### src/rtl/core_eval_arbiter.sv
// core_eval_arbiter: round-robin front end that lets NREQ requesters share
// one combinational core. A granted requester's vector is registered onto
// core_in, held for SETTLE cycles, the core's result is captured and
// returned with the owner's index.
// Optional build macro: CORE_ARB_PARITY_EN adds rsp_par (XOR of rsp_data).
//
// Handshakes: a request transfers when req_valid[i] && req_ready[i] on a
// rising edge; a response transfers when rsp_valid && rsp_ready. Holders of
// valid keep their payload stable until the transfer; ready never waits
// on valid of the same channel's consumer.
module core_eval_arbiter #(
   parameter int NREQ   = 4,
   parameter int IN_W   = 14,
   parameter int OUT_W  = 8,
   parameter int SETTLE = 1
) (
   input  logic                     clk,
   input  logic                     rst,
   input  logic [NREQ-1:0]          req_valid,
   input  logic [NREQ*IN_W-1:0]     req_data,
   output logic [NREQ-1:0]          req_ready,
   output logic [IN_W-1:0]          core_in,
   input  logic [OUT_W-1:0]         core_out,
   output logic                     rsp_valid,
   output logic [$clog2(NREQ)-1:0]  rsp_id,
   output logic [OUT_W-1:0]         rsp_data,
   input  logic                     rsp_ready,
   output logic                     busy,
`ifdef CORE_ARB_PARITY_EN
   output logic                     rsp_par,
`endif
   output logic [1:0]               dbg_state
);

   localparam int IDW = $clog2(NREQ);

   typedef enum logic [1:0] {
      IDLE    = 2'd0,
      DRIVE   = 2'd1,
      CAPTURE = 2'd2,
      RESP    = 2'd3
   } state_t;

   state_t            state_q, state_d;
   logic [IDW-1:0]    ptr_q, ptr_d;
   logic [3:0]        cnt_q, cnt_d;
   logic [IN_W-1:0]   core_in_q, core_in_d;
   logic [IDW-1:0]    id_q, id_d;
   logic [OUT_W-1:0]  data_q, data_d;
   logic [NREQ-1:0]   ready_c;
   logic              grant_any;
   logic [IDW-1:0]    grant_idx;
   logic [IDW-1:0]    idx;
`ifdef CORE_ARB_PARITY_EN
   logic              par_q, par_d;
`endif

   // Round-robin search starting just after the last granted index.
   always_comb begin
      grant_any = 1'b0;
      grant_idx = '0;
      idx       = '0;
      for (int k = 1; k <= NREQ; k++) begin
         idx = IDW'((int'(ptr_q) + k) % NREQ);
         if (!grant_any && req_valid[idx]) begin
            grant_any = 1'b1;
            grant_idx = idx;
         end
      end
   end

   // Next-state and datapath loads for the four-state controller.
   always_comb begin
      state_d   = state_q;
      ptr_d     = ptr_q;
      cnt_d     = cnt_q;
      core_in_d = core_in_q;
      id_d      = id_q;
      data_d    = data_q;
      ready_c   = '0;
`ifdef CORE_ARB_PARITY_EN
      par_d     = par_q;
`endif
      case (state_q)
         IDLE: begin
            if (grant_any) begin
               ready_c[grant_idx] = 1'b1;
               core_in_d          = req_data[int'(grant_idx)*IN_W +: IN_W];
               id_d               = grant_idx;
               ptr_d              = grant_idx;
               cnt_d              = '0;
               state_d            = DRIVE;
            end
         end
         DRIVE: begin
            if (cnt_q == 4'(SETTLE - 1)) begin
               cnt_d   = '0;
               state_d = CAPTURE;
            end else begin
               cnt_d = cnt_q + 4'd1;
            end
         end
         CAPTURE: begin
            data_d  = core_out;
`ifdef CORE_ARB_PARITY_EN
            par_d   = ^core_out;
`endif
            state_d = RESP;
         end
         RESP: begin
            if (rsp_ready) state_d = IDLE;
         end
         default: state_d = IDLE;
      endcase
   end

   // State and datapath registers with synchronous reset.
   always_ff @(posedge clk) begin
      if (rst) begin
         state_q   <= IDLE;
         ptr_q     <= IDW'(NREQ - 1);
         cnt_q     <= '0;
         core_in_q <= '0;
         id_q      <= '0;
         data_q    <= '0;
`ifdef CORE_ARB_PARITY_EN
         par_q     <= 1'b0;
`endif
      end else begin
         state_q   <= state_d;
         ptr_q     <= ptr_d;
         cnt_q     <= cnt_d;
         core_in_q <= core_in_d;
         id_q      <= id_d;
         data_q    <= data_d;
`ifdef CORE_ARB_PARITY_EN
         par_q     <= par_d;
`endif
      end
   end

   // Reset gates the status outputs so an abandoned transaction never shows.
   assign req_ready = rst ? '0 : ready_c;
   assign rsp_valid = !rst && (state_q == RESP);
   assign busy      = !rst && (state_q != IDLE);
   assign core_in   = core_in_q;
   assign rsp_id    = id_q;
   assign rsp_data  = data_q;
   assign dbg_state = state_q;
`ifdef CORE_ARB_PARITY_EN
   assign rsp_par   = par_q;
`endif

endmodule

### config.mk
export PLATFORM = sky130hd
export DESIGN_NAME = core_eval_arbiter
export DESIGN_NICKNAME = d
export VERILOG_FILES = /design/src/rtl/core_eval_arbiter.sv
export SDC_FILE = /design/constraint.sdc
export NUM_CORES = 1
export LEC_CHECK = 0
export ABC_AREA = 0
export CELL_PAD_IN_SITES_DETAIL_PLACEMENT = 0
export CELL_PAD_IN_SITES_GLOBAL_PLACEMENT = 1
export CORE_MARGIN = 8
export CORE_UTILIZATION = 30
export CTS_CLUSTER_DIAMETER = 100
export CTS_CLUSTER_SIZE = 40
export DETAILED_ROUTE_END_ITERATION = 8
export PLACE_DENSITY = 0.87
export SETUP_SLACK_MARGIN = 0.02
export SYNTH_ARGS = -nofsm -noshare
export SYNTH_HDL_FRONTEND = slang
export SYNTH_SLANG_ARGS = --single-unit
### constraint.sdc
create_clock -name clk -period 5.6 [get_ports clk]
set_clock_uncertainty 0.15 [all_clocks]
set_input_delay 1.12 -clock clk [delete_from_list [all_inputs] [get_ports clk]]
set_output_delay 1.12 -clock clk [all_outputs]
set_load 0.005 [all_outputs]
==> flow_metrics.env, run 1 <==
export IMPL_status="finished, final reports clean"
export IMPL_syn_area_mm2=0.00196
export IMPL_cts_tree="yes"
export IMPL_cts_buffers=5
export IMPL_total_power_mw=1.14
export IMPL_synth_top_area_share=0.327
export IMPL_fmax_mhz=213
export IMPL_htree_levels=2
export IMPL_die_area_mm2=0.00937
export IMPL_place_congestion=0.771
export IMPL_postSynthAreaPerCell_um2=8.37
export IMPL_fin_util=0.491
export IMPL_holdBufCountCts=0
export IMPL_whs_ps=293
export IMPL_synthTopCellsByCount="32 x dfxtp_1, 24 x mux2i_1, 21 x nand2_1, 21 x nor2_1, 20 x inv_1"
export IMPL_synth_edff_count=0
export IMPL_drt_iter0_markers=35
export IMPL_worst_path_max_fanout=15
export IMPL_routed_via_density=4.87
export IMPL_drive_above_1_share=0.0753
export IMPL_synthMuxAreaShare=0.123
export IMPL_final_nets=408
export IMPL_dp_hpwl_um=4820
export IMPL_maxCapViolCount=0
export IMPL_ys_flop_type="dfxtp_1"
export IMPL_worst_setup_path_start_kind="primary input"
export IMPL_yosys_warnings=0
export IMPL_design_portCount=103
export IMPL_synth_top_area_cell="dfxtp_1"
export IMPL_fin_crit_ps=4700
export IMPL_cts_setup_buffers=0
export IMPL_num_vias=1990
export IMPL_powerDensity_mw_per_mm2=365
export IMPL_p_leak_nw=1.26
export IMPL_seq_area_frac_synth=0.327
export IMPL_fin_crit_sh=0.839
export IMPL_area_growth_pct=59.0
export IMPL_clk_latency_ps=290
export IMPL_core_mm2=0.00635
export IMPL_path_class="primary input to output port"
export IMPL_grt_pass1_vias=2072
export IMPL_antenna_found_initial=0
export IMPL_ys_async_sr_fraction=0
export IMPL_reg2reg_slack_ps=3350
export IMPL_grt_max_degree=29
export IMPL_root_buffer="clkbuf_8"
export IMPL_ys_types=40
export IMPL_path_buf_inv=2
export IMPL_synth_nets=311
export IMPL_wl_per_cell_um=15.1
export IMPL_slew_headroom=0.618
export IMPL_cts_sinks=32
export IMPL_worstPathRequired_ps=4330
export IMPL_routed_wl_um=6170
export IMPL_fillers=638
export IMPL_worstPathCellList="clkdlybuf4s50_1, nor2b_1, or3_1, a21oi_2, and2_1, clkdlybuf4s50_1"
export IMPL_grt_total_usage=0.129
export IMPL_initial_core_util=0.309
export IMPL_setup_viol=0
export IMPL_synth_top_family_by_area="simple AND/OR/NAND/NOR gates"
export IMPL_cts_max_path_buffers=2
export IMPL_grt_pass1_wl_um=10000
export IMPL_ys_top_cells_by_area="dfxtp_1 33%, mux2i_1 12%, and4_1 5.8%"
export IMPL_yosys_area_share_xor_xnor=0.0134
export IMPL_tns_ps=0
export IMPL_max_stage_delay_ps=510
export IMPL_ant_nets=0
export IMPL_die_x_um=96.8
export IMPL_vdd_ir_drop_max_mv=0.179
export IMPL_grt_overflow=0
export IMPL_clk_pin_slew_ps=60
export IMPL_synthAdderAreaFrac=0.0383
export IMPL_hold_viol_final=0
export IMPL_slowest_stage="clkdlybuf4s50_1"
export IMPL_synth_most_common_cell="dfxtp_1"
export IMPL_firstDrtPassIters=3
export IMPL_worstMarginPinSlew_ps=572
export IMPL_rsz0062_at_grt="false"
export IMPL_arrival_ps=3430
export IMPL_post_route_drc_count=0
export IMPL_synth_compound_area_share=0.208
export IMPL_antenna_cells=0
export IMPL_die_h_um=96.8
export IMPL_placementRows=29
export IMPL_cp_end_kind="output port"
export IMPL_synth_seq_cells=32
export IMPL_hp_class="flip-flop to flip-flop"
export IMPL_ctsResizeCount=0
export IMPL_crit_top_cell="clkdlybuf4s50_1"
export IMPL_yosys_area_share_simple=0.210
export IMPL_crit_family="buffers and inverters"
export IMPL_synthCells=234
export IMPL_drv_slew=0
export IMPL_port_buffers=102
cells by family (layout without fill, tap and decap cells):
group | count (synthesis) | after routing
AOI/OAI and AO/OA | 57 | 57
xor gates and xnor gates | 3 | 3
adders and majority gates | 6 | 6
buffers and inverters | 36 | 134
DFF | 32 | 32
muxes | 24 | 24
and+or+nand+nor | 76 | 76
path summary, 6_finish.rpt:
kind                                  start                      end  cells past startpoint
setup / recovery               req_valid[3]             req_ready[0]                      6
hold / removal       rsp_id[1]$_SDFFE_PP0P_   rsp_id[1]$_SDFFE_PP0P_                      2
setup reg to reg  dbg_state[0]$_SDFFE_PP0P_  core_in[5]$_SDFFE_PP0P_                      7
hold reg to reg      rsp_id[1]$_SDFFE_PP0P_   rsp_id[1]$_SDFFE_PP0P_                      2
worst reg2reg max path, cell delays in order, from the launching register on:
cell and delay, ps:
dfxtp_1 360, inv_1 100, ha_1 310, nor2b_1 280, nand2_1 150, a21oi_2 460
o21ai_0 240, o211ai_1 130
cell usage in the layout (no fill, tap or decap), types with 2 or more instances in the layout:
cell type	instances
o211ai_1	8
clkdlybuf4s50_1	102
clkinv_2	2
a31oi_1	14
nor2_1	21
a21oi_1	4
nor2b_1	4
and4_1	13
a21o_1	2
o21ai_0	8
inv_1	20
o211ai_2	6
mux2i_1	24
o21ai_1	7
buf_4	4
xor2_1	2
and2_1	2
nand2b_1	3
clkbuf_8	6
dfxtp_1	32
nand2_1	21
nand3_1	2
a21oi_2	2
and3_1	2
ha_1	6
through the flow:
stage | std cells | area, um2 | setup WS, ps
floorplan | 234 | 1960 | 2120
global placement | 401 | 3020 | 887
detailed placement | 401 | 3020 | 867
CTS | 409 | 3120 | 866
global route | 409 | 3120 | 733
finish | 409 | 3120 | 901
layer usage:
layer / part of all wire / track usage
met1: 0.43 / 0.145
met2: 0.49 / 0.220
met3: 0.062 / 0.0441
met4: 0.013 / 0.0497
met5: 0 / 0
registers in the layout (all words and copies together), names as in the netlist:
name / cells
core_in: 14
rsp_data: 8
cnt_q: 4
dbg_state: 2
ptr_q: 2
rsp_id: 2
report_power, final:
group          switching [mW]  internal [mW]  leakage, nW  total [mW]
clock                  0.0889         0.0980       0.0510       0.187
combinational           0.270          0.323        0.951       0.593
sequential             0.0501          0.306        0.263       0.356
total                   0.409          0.728         1.26        1.14
cell type report:
cell class | instances | area [um2] | share of cell area
multi-input cells | 166 | 1160 | 0.372
repair buffers | 106 | 1050 | 0.337
flip-flops and latches | 32 | 641 | 0.206
well taps | 77 | 96.3 | 0.0309
clock buffers | 6 | 82.6 | 0.0265
inverters | 20 | 75.1 | 0.0241
clock inverters | 2 | 10.0 | 0.00321
No activity file was read; power rests on OpenSTA's default activity.
==> inputs of run 2 (changes only) <==
--- a/config.mk
+++ b/config.mk
@@ -9,11 +9,11 @@
 export CELL_PAD_IN_SITES_DETAIL_PLACEMENT = 0
 export CELL_PAD_IN_SITES_GLOBAL_PLACEMENT = 1
 export CORE_MARGIN = 8
-export CORE_UTILIZATION = 30
+export CORE_UTILIZATION = 25
 export CTS_CLUSTER_DIAMETER = 100
 export CTS_CLUSTER_SIZE = 40
 export DETAILED_ROUTE_END_ITERATION = 8
-export PLACE_DENSITY = 0.87
+export PLACE_DENSITY = 0.78
 export SETUP_SLACK_MARGIN = 0.02
 export SYNTH_ARGS = -nofsm -noshare
 export SYNTH_HDL_FRONTEND = slang
==> constraint.sdc (replaced) <==
create_clock -name clk -period 4.02 [get_ports clk]
set_clock_uncertainty 0.15 [all_clocks]
set_input_delay 0.804 -clock clk [delete_from_list [all_inputs] [get_ports clk]]
set_output_delay 0.804 -clock clk [all_outputs]
set_load 0.005 [all_outputs]
==> flow_metrics.env, run 2 (synthesized netlist as in run 1, its figures left out) <==
export IMPL_whs_ps=296
export IMPL_p_sw_frac=0.374
export IMPL_firstDrtPassIters=4
export IMPL_p_int_mw=1.01
export IMPL_setup_viol=0
export IMPL_routed_wl_um=6680
export IMPL_combPwrFrac=0.530
export IMPL_dp_cells=428
export IMPL_setup_ws_ps=211
export IMPL_htree_levels=2
export IMPL_drive_above_1_share=0.0808
export IMPL_grt_pass1_wl_um=10900
export IMPL_slew_headroom=0.618
export IMPL_hp_class="flip-flop to flip-flop"
export IMPL_clk_pin_slew_ps=70
export IMPL_num_vias=2026
export IMPL_drt_iter0_markers=90
export IMPL_path_class="primary input to output port"
export IMPL_arrival_ps=2860
export IMPL_die_area_mm2=0.0109
export IMPL_final_common_cell="clkdlybuf4s50_1"
export IMPL_place_congestion=0.726
export IMPL_final_nets=410
export IMPL_grt_overflow=0
export IMPL_holdBufCountCts=0
export IMPL_hold_viol_final=0
export IMPL_fin_crit_sh=0.948
export IMPL_cts_setup_buffers=0
export IMPL_slowest_stage="clkdlybuf4s50_1"
export IMPL_ctsResizeCount=0
export IMPL_cts_buffers=5
export IMPL_powerDensity_mw_per_mm2=509
export IMPL_postPlaceCellArea_mm2=0.00307
export IMPL_fmax_mhz=263
export IMPL_largest_reg_flops=14
export IMPL_vdd_ir_drop_max_mv=0.159
export IMPL_clk_latency_ps=290
export IMPL_antenna_found_initial=0
export IMPL_drv_slew=0
export IMPL_clkPwrFrac=0.162
export IMPL_grt_pass1_vias=2111
export IMPL_stdcell_count=436
export IMPL_total_power_mw=1.61
export IMPL_rsz0062_at_grt="false"
export IMPL_grt_total_usage=0.120
export IMPL_cts_sinks=32
export IMPL_max_stage_delay_ps=540
export IMPL_final_area_mm2=0.00316
export IMPL_wl_per_cell_um=15.3
export IMPL_p_leak_nw=1.26
export IMPL_area_growth_pct=61.4
export IMPL_antenna_cells=0
export IMPL_tns_ps=0
export IMPL_ant_nets=0
export IMPL_grt_max_degree=28
export IMPL_die_h_um=105
export IMPL_cts_tree="yes"
export IMPL_worstMarginPinSlew_ps=572
export IMPL_worst_path_max_fanout=6
export IMPL_fillers=758
export IMPL_worstPathCellList="clkdlybuf4s50_1, nor2b_1, or3_1, and2_1, nor3_1, clkdlybuf4s50_1"
export IMPL_post_route_drc_count=0
export IMPL_maxCapViolCount=0
export IMPL_seq_power_share=0.308
export IMPL_worstPathRequired_ps=3070
export IMPL_fin_util=0.413
export IMPL_worst_setup_path_start_kind="primary input"
export IMPL_root_buffer="clkbuf_8"
export IMPL_core_mm2=0.00765
export IMPL_switching_power_mw=0.602
export IMPL_dpl_worst_slack_ps=207
export IMPL_cp_end_kind="output port"
export IMPL_die_x_um=105
export IMPL_design_portCount=103
export IMPL_fin_crit_ps=3810
export IMPL_routed_via_density=4.65
export IMPL_crit_top_cell="clkdlybuf4s50_1"
export IMPL_status="finished, final reports clean"
export IMPL_cts_max_path_buffers=2
export IMPL_mostFrequentLayoutCells="102 x clkdlybuf4s50_1, 32 x dfxtp_1, 24 x mux2i_1"
export IMPL_port_buffers=102
export IMPL_dp_hpwl_um=5150
export IMPL_initial_core_util=0.256
export IMPL_placementRows=32
-- run 2: power by group through the flow --
stage	Sequential [mW]	Clock [mW]	Combinational, mW
3_3_place_gp	0.500	0	0.859
2_1_floorplan	0.504	0	0.465
6_report	0.496	0.261	0.853
5_1_grt	0.511	0.290	0.939
3_5_place_dp	0.502	0	0.869
4_1_cts	0.497	0.274	0.871
-- run 2: worst max-delay path: cells and delay by family --
kind | cells | cell delay (ps)
buffers and inverters | 2 | 1030
AND/OR/NAND/NOR | 4 | 1020
-- run 2: metal layers --
metal / vias to the layer above / part of all wire / GRT usage
met5: - / 0 / 0
li1: 1028 / - / -
met1: 941 / 0.42 / 0.136
met4: 0 / 0.0096 / 0.0310
met2: 51 / 0.52 / 0.214
met3: 6 / 0.051 / 0.0344
-- run 2: worst paths after layout --
check / from / endpoint / slack [ps] / cells past startpoint
setup / recovery: req_valid[3] / req_ready[1] / 210 / 6
hold / removal: rsp_id[1]$_SDFFE_PP0P_ / rsp_id[1]$_SDFFE_PP0P_ / 300 / 2
setup reg to reg: ptr_q[0]$_SDFFE_PP1P_ / core_in[9]$_SDFFE_PP0P_ / 1750 / 6
hold reg to reg: rsp_id[1]$_SDFFE_PP0P_ / rsp_id[1]$_SDFFE_PP0P_ / 300 / 2
-- run 2: area by class of cell --
type	instances	area, um2	area share
flip-flops and latches	32	641	0.203
clock inverters	3	23.8	0.00752
inverters	20	75.1	0.0237
well taps	102	128	0.0404
repair buffers	108	1070	0.337
clock buffers	5	68.8	0.0218
multi-input cells	166	1160	0.367
==> inputs of run 3 (changes only) <==
--- a/config.mk
+++ b/config.mk
@@ -13,7 +13,7 @@
 export CTS_CLUSTER_DIAMETER = 100
 export CTS_CLUSTER_SIZE = 40
 export DETAILED_ROUTE_END_ITERATION = 8
-export PLACE_DENSITY = 0.78
+export PLACE_DENSITY = 0.83
 export SETUP_SLACK_MARGIN = 0.02
 export SYNTH_ARGS = -nofsm -noshare
 export SYNTH_HDL_FRONTEND = slang
==> flow_metrics.env, run 3 (synthesized netlist as in run 1, its figures left out) <==
export IMPL_grt_overflow=0
export IMPL_placementRows=32
export IMPL_seqCellArea_um2=641
export IMPL_clk_pin_slew_ps=70
export IMPL_dp_hpwl_um=5010
export IMPL_path_class="primary input to output port"
export IMPL_worstMarginPinSlew_ps=571
export IMPL_hold_viol_final=0
export IMPL_initial_core_util=0.256
export IMPL_routed_wl_um=6570
export IMPL_drive_above_1_share=0.0808
export IMPL_cts_setup_buffers=0
export IMPL_num_vias=2022
export IMPL_fmax_mhz=263
export IMPL_worst_setup_path_start_kind="primary input"
export IMPL_reg2reg_slack_ps=1770
export IMPL_powerDensity_mw_per_mm2=531
export IMPL_cp_endpoint="req_ready[1]"
export IMPL_ctsResizeCount=0
export IMPL_tns_ps=0
export IMPL_rsz0062_at_grt="false"
export IMPL_multi_input_area_mm2=0.00116
export IMPL_die_area_mm2=0.0109
export IMPL_reg2reg_depth=6
export IMPL_cts_tree="yes"
export IMPL_top_usage_layer="met2"
export IMPL_design_portCount=103
export IMPL_fin_crit_sh=0.946
export IMPL_cts_sinks=32
export IMPL_vdd_ir_drop_max_mv=0.215
export IMPL_grt_total_usage=0.121
export IMPL_worst_path_max_fanout=6
export IMPL_total_power_mw=1.70
export IMPL_drt_iter0_markers=90
export IMPL_root_buffer="clkbuf_8"
export IMPL_antenna_found_initial=0
export IMPL_timing_rr_end="core_in[11]$_SDFFE_PP0P_"
export IMPL_fin_crit_ps=3800
export IMPL_met2_usage=0.205
export IMPL_area_growth_pct=63.1
export IMPL_grt_util_met1=0.139
export IMPL_grt_pass1_wl_um=10900
export IMPL_use_met3=0.0387
export IMPL_cp_end_kind="output port"
export IMPL_worstPathRequired_ps=3070
export IMPL_reg2reg_from="ptr_q[0]$_SDFFE_PP1P_"
export IMPL_grt_pass1_vias=2141
export IMPL_routed_via_density=4.64
export IMPL_firstDrtPassIters=4
export IMPL_slew_headroom=0.619
export IMPL_core_mm2=0.00765
export IMPL_cts_max_path_buffers=2
export IMPL_maxCapViolCount=0
export IMPL_clk_latency_ps=290
export IMPL_arrival_ps=2850
export IMPL_holdBufCountCts=0
export IMPL_largest_reg_flops=14
export IMPL_final_nets=410
export IMPL_setup_viol=0
export IMPL_drv_slew=0
export IMPL_p_leak_nw=1.29
export IMPL_grt_max_degree=28
export IMPL_place_congestion=0.755
export IMPL_startpoint="req_valid[3]"
export IMPL_mostFrequentLayoutCells="102 x clkdlybuf4s50_1, 32 x dfxtp_1, 24 x mux2i_1"
export IMPL_antenna_cells=0
export IMPL_htree_levels=2
export IMPL_status="finished, final reports clean"
export IMPL_die_x_um=105
export IMPL_port_buffers=102
export IMPL_die_h_um=105
export IMPL_wl_per_cell_um=15.1
export IMPL_hp_class="flip-flop to flip-flop"
export IMPL_post_route_drc_count=0
export IMPL_ant_nets=0
export IMPL_final_common_cell="clkdlybuf4s50_1"
export IMPL_cts_buffers=5
export IMPL_fillers=777
run 3: changes by cell type in the layout (fill, tap and decap cells not counted):
cell / delta
bufinv_16: +1
clkbuf_8: +2
clkinv_4: -1
clkinvlp_4: -2
run 3: worst min-delay path by stage:
| stage | endpoint | start | depth (start not counted) |
|---|---|---|---|
| after floorplan | rsp_id[1]$_SDFFE_PP0P_ | rsp_id[1]$_SDFFE_PP0P_ | 2 |
| after global placement | rsp_id[1]$_SDFFE_PP0P_ | rsp_id[1]$_SDFFE_PP0P_ | 2 |
| after detailed placement | rsp_id[1]$_SDFFE_PP0P_ | rsp_id[1]$_SDFFE_PP0P_ | 2 |
| after CTS | rsp_id[1]$_SDFFE_PP0P_ | rsp_id[1]$_SDFFE_PP0P_ | 2 |
| after global routing | rsp_id[1]$_SDFFE_PP0P_ | rsp_id[1]$_SDFFE_PP0P_ | 2 |
| final | rsp_id[1]$_SDFFE_PP0P_ | rsp_id[1]$_SDFFE_PP0P_ | 2 |
run 3: per-layer routing:
layer	wire length, um	share of wire
met3	412	0.063
met4	97	0.015
met2	3240	0.49
met1	2810	0.43
met5	0	0
run 3: final cells by class:
cell class,instances,area share
clock buffer,7,0.0301
timing repair buffer,108,0.334
clock inverter,1,0.00940
sequential,32,0.200
inverter,20,0.0235
tap,102,0.0399
multi-input combinational,166,0.363
run 3: power by group:
group / internal [mW] / switching, mW
Clock: 0.219 / 0.132
Sequential: 0.427 / 0.0694
Combinational: 0.457 / 0.392
run 3: worst max-delay path, stage by stage:
cell             delay, ps
clkdlybuf4s50_1        500
nor2b_1                200
or3_1                  420
and2_1                 210
nor3_1                 190
clkdlybuf4s50_1        540
run 3: through the flow:
step                      cell area [um2]  instances   util  setup WS [ps]  hold WS (ps)
final                                3200        436  0.418            219           297
after floorplan                      1960        234      -           1170           289
after global routing                 3200        436  0.418            128           339
after detailed placement             3070        428  0.401            230           291
after CTS                            3200        436  0.418            227           303
after global placement               3070        428  0.401            250           282
